==> src/rtl/alarm_pkg.sv <==
// Shared definitions for the alarm-clock field counters: hold/repeat FSM
// state encoding and the standard field limits.
package alarm_pkg;

    typedef enum logic [1:0] {
        ST_IDLE   = 2'd0,
        ST_HOLD   = 2'd1,
        ST_REPEAT = 2'd2
    } hr_state_t;

    localparam int HOUR_MAX = 23;
    localparam int MIN_MAX  = 59;

endpackage

==> src/rtl/hold_repeat.sv <==
// Button edge detection plus hold/auto-repeat sequencing. Emits single-cycle
// step_up / step_dn strobes that the owner applies on the same clock edge.
module hold_repeat
    import alarm_pkg::*;
#(
    parameter int HOLD_CYCLES   = 500,
    parameter int REPEAT_CYCLES = 100
) (
    input  logic clk,
    input  logic rst,
    input  logic en,
    input  logic load,
    input  logic add,
    input  logic subtract,
    output logic step_up,
    output logic step_dn
);

    localparam int MAXC  = (HOLD_CYCLES > REPEAT_CYCLES) ? HOLD_CYCLES : REPEAT_CYCLES;
    localparam int CNT_W = (MAXC > 1) ? $clog2(MAXC) : 1;
    localparam logic [CNT_W-1:0] HOLD_LAST = CNT_W'(HOLD_CYCLES - 1);
    localparam logic [CNT_W-1:0] REP_LAST  = CNT_W'(REPEAT_CYCLES - 1);

    hr_state_t        state, state_d;
    logic [CNT_W-1:0] cnt, cnt_d;
    logic             dir, dir_d;      // 0 = add held, 1 = subtract held
    logic             prev_add, prev_sub;
    logic             lockout;         // set by reset until both buttons are released

    logic both, rise_up, rise_dn, held;

    assign both    = add & subtract;
    assign rise_up = add & ~prev_add & ~subtract;
    assign rise_dn = subtract & ~prev_sub & ~add;
    assign held    = dir ? subtract : add;

    always_ff @(posedge clk) begin
        if (rst) begin
            state    <= ST_IDLE;
            cnt      <= '0;
            dir      <= 1'b0;
            prev_add <= 1'b0;
            prev_sub <= 1'b0;
            lockout  <= 1'b1;
        end else begin
            state    <= state_d;
            cnt      <= cnt_d;
            dir      <= dir_d;
            prev_add <= add;
            prev_sub <= subtract;
            if (!add && !subtract)
                lockout <= 1'b0;
        end
    end

    always_comb begin
        state_d = state;
        cnt_d   = cnt;
        dir_d   = dir;
        step_up = 1'b0;
        step_dn = 1'b0;
        if (!en || load || both) begin
            state_d = ST_IDLE;
            cnt_d   = '0;
        end else begin
            unique case (state)
                ST_IDLE: begin
                    if (!lockout && (rise_up || rise_dn)) begin
                        step_up = rise_up;
                        step_dn = rise_dn;
                        dir_d   = rise_dn;
                        state_d = ST_HOLD;
                        cnt_d   = '0;
                    end
                end
                ST_HOLD: begin
                    if (!held) begin
                        state_d = ST_IDLE;
                        cnt_d   = '0;
                    end else if (cnt == HOLD_LAST) begin
                        step_up = ~dir;
                        step_dn = dir;
                        state_d = ST_REPEAT;
                        cnt_d   = '0;
                    end else begin
                        cnt_d = cnt + 1'b1;
                    end
                end
                ST_REPEAT: begin
                    if (!held) begin
                        state_d = ST_IDLE;
                        cnt_d   = '0;
                    end else if (cnt == REP_LAST) begin
                        step_up = ~dir;
                        step_dn = dir;
                        cnt_d   = '0;
                    end else begin
                        cnt_d = cnt + 1'b1;
                    end
                end
                default: begin
                    state_d = ST_IDLE;
                    cnt_d   = '0;
                end
            endcase
        end
    end

endmodule

==> src/rtl/program_field_counter.sv <==
// Settable time-field counter (hours/minutes style): value register with
// wrap-or-saturate stepping, clamped load, carry pulses and a BCD split.
module program_field_counter
    import alarm_pkg::*;
#(
    parameter int MAX           = MIN_MAX,
    parameter int WIDTH         = 7,
    parameter int WRAP          = 1,
    parameter int HOLD_CYCLES   = 500,
    parameter int REPEAT_CYCLES = 100,
    parameter int INIT          = 0
) (
    input  logic             clk,
    input  logic             rst,
    input  logic             en,
    input  logic             load,
    input  logic [WIDTH-1:0] start_value,
    input  logic             add,
    input  logic             subtract,
    output logic [WIDTH-1:0] value,
    output logic [3:0]       tens,
    output logic [3:0]       units,
    output logic             carry_pos,
    output logic             carry_neg
);

    localparam logic [WIDTH-1:0] MAX_V  = WIDTH'(MAX);
    localparam logic [WIDTH-1:0] INIT_V = WIDTH'(INIT);

    logic step_up, step_dn;

    hold_repeat #(
        .HOLD_CYCLES   (HOLD_CYCLES),
        .REPEAT_CYCLES (REPEAT_CYCLES)
    ) u_hold_repeat (
        .clk      (clk),
        .rst      (rst),
        .en       (en),
        .load     (load),
        .add      (add),
        .subtract (subtract),
        .step_up  (step_up),
        .step_dn  (step_dn)
    );

    always_ff @(posedge clk) begin
        if (rst) begin
            value     <= INIT_V;
            carry_pos <= 1'b0;
            carry_neg <= 1'b0;
        end else begin
            carry_pos <= 1'b0;
            carry_neg <= 1'b0;
            if (load) begin
                value <= (start_value > MAX_V) ? MAX_V : start_value;
            end else if (step_up) begin
                if (value == MAX_V) begin
                    if (WRAP != 0) begin
                        value     <= '0;
                        carry_pos <= 1'b1;
                    end
                end else begin
                    value <= value + 1'b1;
                end
            end else if (step_dn) begin
                if (value == '0) begin
                    if (WRAP != 0) begin
                        value     <= MAX_V;
                        carry_neg <= 1'b1;
                    end
                end else begin
                    value <= value - 1'b1;
                end
            end
        end
    end

    // MAX <= 99 keeps both digits within a nibble
    assign tens  = 4'(32'(value) / 32'd10);
    assign units = 4'(32'(value) % 32'd10);

endmodule

==> config.mk <==
export PLATFORM = sky130hd
export DESIGN_NAME = program_field_counter
export DESIGN_NICKNAME = d
export VERILOG_FILES = /design/src/rtl/alarm_pkg.sv /design/src/rtl/hold_repeat.sv /design/src/rtl/program_field_counter.sv
export SDC_FILE = /design/constraint.sdc
export NUM_CORES = 1
export LEC_CHECK = 0
export ABC_AREA = 1
export BUFFER_PORTS_ARGS = -buffer_cell sky130_fd_sc_hd__buf_4
export CORE_ASPECT_RATIO = 0.9
export CORE_MARGIN = 5
export CORE_UTILIZATION = 30
export DETAILED_ROUTE_END_ITERATION = 10
export PLACE_DENSITY = 0.59
export SYNTH_ARGS = -nofsm -noshare
export SYNTH_HDL_FRONTEND = slang
export SYNTH_SLANG_ARGS = --single-unit
==> constraint.sdc <==
create_clock -name clk -period 3.3 [get_ports clk]
set_clock_uncertainty 0.2 [all_clocks]
set_input_delay 0.495 -clock clk [delete_from_list [all_inputs] [get_ports clk]]
set_output_delay 0.495 -clock clk [all_outputs]
set_load 0.02 [all_outputs]
==> impl_metrics.env <==
export IMPL_power_frac_comb_pct=39.9
export IMPL_drtAntennaViolNets=0
export IMPL_arrival_ns=2.49
export IMPL_initial_utilization_pct=30.8
export IMPL_hold_viol_final=0
export IMPL_dp_hpwl_mm=4.27
export IMPL_hp_class="in -> reg"
export IMPL_numCtsBuffers=3
export IMPL_ys_types=35
export IMPL_grt_pass1_wl_mm=8.96
export IMPL_p_per_area_nw_per_um2=361
export IMPL_drive_gt1_share_pct=30.1
export IMPL_dp_slack_ns=0.434
export IMPL_die_h_um=90.6
export IMPL_synthToLayoutAreaGrowth_pct=23.5
export IMPL_clk_pin_slew_ns=0.09
export IMPL_die_w_um=99.5
export IMPL_vias=2164
export IMPL_setup_viol=0
export IMPL_rr_startpoint="u_hold_repeat.cnt[0]"
export IMPL_clkLatencyLatePin_ns=0.27
export IMPL_internal_power_mw=0.618
export IMPL_clkPwrFrac_pct=27.6
export IMPL_drc=0
export IMPL_cts_sinks=24
export IMPL_setup_tns_ns=0
export IMPL_cts_path_max_buffers=2
export IMPL_place_congestion=0.844
export IMPL_nets=383
export IMPL_reg2reg_slack_ns=0.78
export IMPL_cp_max_fo=5
export IMPL_yosysWarningCount=0
export IMPL_leakage_nw=1.22
export IMPL_syn_inst=325
export IMPL_fin_crit_ns=3.19
export IMPL_antenna_found_initial=0
export IMPL_p_sw_mw=0.347
export IMPL_swShare_pct=35.9
export IMPL_wire_per_inst_um=12.2
export IMPL_ys_seq_area_share_pct=22.2
export IMPL_final_util_pct=38.0
export IMPL_worstSetupStartpointType="flop"
export IMPL_coreArea_um2=7040
export IMPL_vias_per_cell=4.79
export IMPL_crit_end="units[1]"
export IMPL_finalMaxSlewViolations=0
export IMPL_setup_ws_ns=0.113
export IMPL_antenna_cells=0
export IMPL_synth_seq_cells=24
export IMPL_routed_wirelength_mm=5.52
export IMPL_path_class="reg -> out"
export IMPL_stdcell_area_um2=2670
export IMPL_io_pins=30
export IMPL_worst_pin_slew_ns=0.594
export IMPL_critical_path_required_ns=2.60
export IMPL_setup_worst_path_end_class="primary output"
export IMPL_cap_violations=0
export IMPL_cts_tree="done"
export IMPL_rows=29
export IMPL_syn_num_nets=348
export IMPL_drt_iter0_markers=102
export IMPL_fmax_mhz=314
export IMPL_grt_pass1_vias=1900
export IMPL_synth_area_per_cell_um2=6.66
export IMPL_reg2reg_depth=11
export IMPL_run_status="finished, final reports clean"
export IMPL_firstDrtPassIters=4
export IMPL_grt_usage_pct=11.8
export IMPL_slew_headroom_pct=60.0
export IMPL_globalRouteOverflowTotal=0
export IMPL_htreeDepth=1
export IMPL_p_total_mw=0.965
export IMPL_seq_power_share_pct=32.4
export IMPL_syn_area_um2=2160
export IMPL_grt_max_degree=15
export IMPL_ctsHoldBuffers=0
export IMPL_post_route_period_util_pct=96.6
export IMPL_dieArea_um2=9020
export IMPL_port_buffers=29
export IMPL_cp_startpoint="value[4]"
export IMPL_place_area_um2=2430
export IMPL_worst_ir_drop_vdd_mv=0.146
export IMPL_r2r_end="value[1]"
export IMPL_root_buffer="clkbuf_8"
[registers in the layout (all words and copies together), names as in the netlist]
name,cells
value,7
u_hold_repeat.prev_add,1
u_hold_repeat.prev_sub,1
u_hold_repeat.dir,1
carry_pos,1
u_hold_repeat.lockout,1
u_hold_repeat.state,2
u_hold_repeat.cnt,9
carry_neg,1
[power groups by stage]
stage	logic [mW]	clock network, mW	registers, mW
after floorplan	0.240	0	0.320
after global placement	0.333	0	0.318
after detailed placement	0.335	0	0.319
after CTS	0.336	0.272	0.312
after global routing	0.422	0.280	0.315
final	0.385	0.267	0.313
[Yosys cell counts]
| library cell | n | area (µm²) |
|---|---|---|
| nand2_1 | 57 | 214 |
| inv_1 | 38 | 143 |
| nand3_1 | 35 | 175 |
| nor2_1 | 27 | 101 |
| dfxtp_1 | 24 | 480 |
| a21oi_1 | 15 | 75.1 |
| o21ai_0 | 15 | 75.1 |
| nand2_2 | 14 | 87.6 |
| nor3_1 | 14 | 70.1 |
| nand3_2 | 13 | 130 |
| ha_1 | 10 | 125 |
| nand4_1 | 9 | 56.3 |
| buf_6 | 6 | 67.6 |
| o21ai_1 | 6 | 30.0 |
| xor2_1 | 6 | 52.6 |
| inv_2 | 5 | 18.8 |
| o211ai_1 | 4 | 30.0 |
| nand2_4 | 3 | 33.8 |
| a21oi_2 | 2 | 17.5 |
| buf_4 | 2 | 15.0 |
| inv_4 | 2 | 12.5 |
| nand3_4 | 2 | 35.0 |
| nor2_4 | 2 | 22.5 |
| nor4_1 | 2 | 12.5 |
| or2_2 | 2 | 12.5 |
| clkbuf_1 | 1 | 3.75 |
| clkinv_2 | 1 | 5.00 |
| nand3b_1 | 1 | 7.51 |
| nor2_2 | 1 | 6.26 |
| nor3_2 | 1 | 10.0 |
| o21a_1 | 1 | 7.51 |
| o21ai_2 | 1 | 8.76 |
| o22ai_1 | 1 | 6.26 |
| o31ai_1 | 1 | 7.51 |
| xnor2_1 | 1 | 8.76 |
[layer usage]
| metal | part of all wire (%) | GRT usage (%) | up-vias |
|---|---|---|---|
| met5 | 0 | 0 | - |
| met3 | 4.6 | 2.70 | 4 |
| met2 | 45 | 17.5 | 37 |
| met1 | 50 | 17.5 | 980 |
| met4 | 0.43 | 2.16 | 0 |
| li1 | - | - | 1143 |
[cell type report]
| type | instances | area, µm² |
|---|---|---|
| Sequential cell | 24 | 484 |
| Tap cell | 93 | 116 |
| Clock buffer | 3 | 41.3 |
| Clock inverter | 1 | 30.0 |
| Fill cell | 770 | 4370 |
| Timing Repair Buffer | 39 | 304 |
| Inverter | 46 | 179 |
| Multi-Input combinational cell | 246 | 1520 |
[critical path, stage by stage, from the launching register on]
cell     delay, ns
dfxtp_2       0.34
inv_4         0.07
nand2_4       0.07
ha_4          0.25
inv_1         0.04
o21ai_2       0.05
nand2_2       0.14
nand2_4       0.12
inv_2         0.05
nand3_4       0.08
nand3_4       0.09
nand2_4       0.12
nand2_2       0.06
nand2_2       0.06
nand3_2       0.09
nor2_4        0.20
nand3_4       0.12
nand2_2       0.08
nand2_1       0.06
buf_6         0.13
[cell usage in the layout, fill, tap and decap left out, drive strengths merged]
cell    synthesis  final
o21ai          22     22
dfxtp          24     24
clkbuf          1      3
bufinv          0      1
inv            45     45
o21a            1      1
o211ai          4      4
nor2           30     30
ha             10     10
xor2            6      6
o31ai           1      1
buf             8     39
nand2          74     74
nand3b          1      1
nand3          50     50
nor4            2      2
o22ai           1      1
xnor2           1      1
a21oi          17     17
clkinv          1      1
nor3           15     15
nand4           9      9
or2             2      2
[worst min path at each step]
stage                     startpoint                     to  slack, ns  cells after the start
4_1_cts                          rst               value[2]       0.24                      2
5_1_grt                          rst               value[2]       0.25                      2
3_5_place_dp   u_hold_repeat.lockout  u_hold_repeat.lockout       0.25                      2
2_1_floorplan  u_hold_repeat.lockout  u_hold_repeat.lockout       0.24                      2
3_3_place_gp   u_hold_repeat.lockout  u_hold_repeat.lockout       0.25                      2
6_report                        load              carry_pos       0.25                      2
[repair_timing]
item,4_1_cts,5_1_grt
gates resized for setup,0,27
setup endpoints to repair,0,3
setup buffers,0,7
[metrics by stage]
stage,cells,hold WS [ns]
finish,452,0.247
global route,452,0.252
CTS,445,0.243
detailed placement,441,0.251
global placement,441,0.248
floorplan,325,0.236
[logic make-up after synthesis]
kind of cell	after synthesis	share of synthesized area, %
DFF	24	22.2
xor gates and xnor gates	7	2.83
adders and majority gates	10	5.78
and+or+nand+nor	183	45.0
buffers and inverters	55	12.3
AOI/OAI and AO/OA	46	11.9
Note: power is estimated with default switching activity, not from simulation.
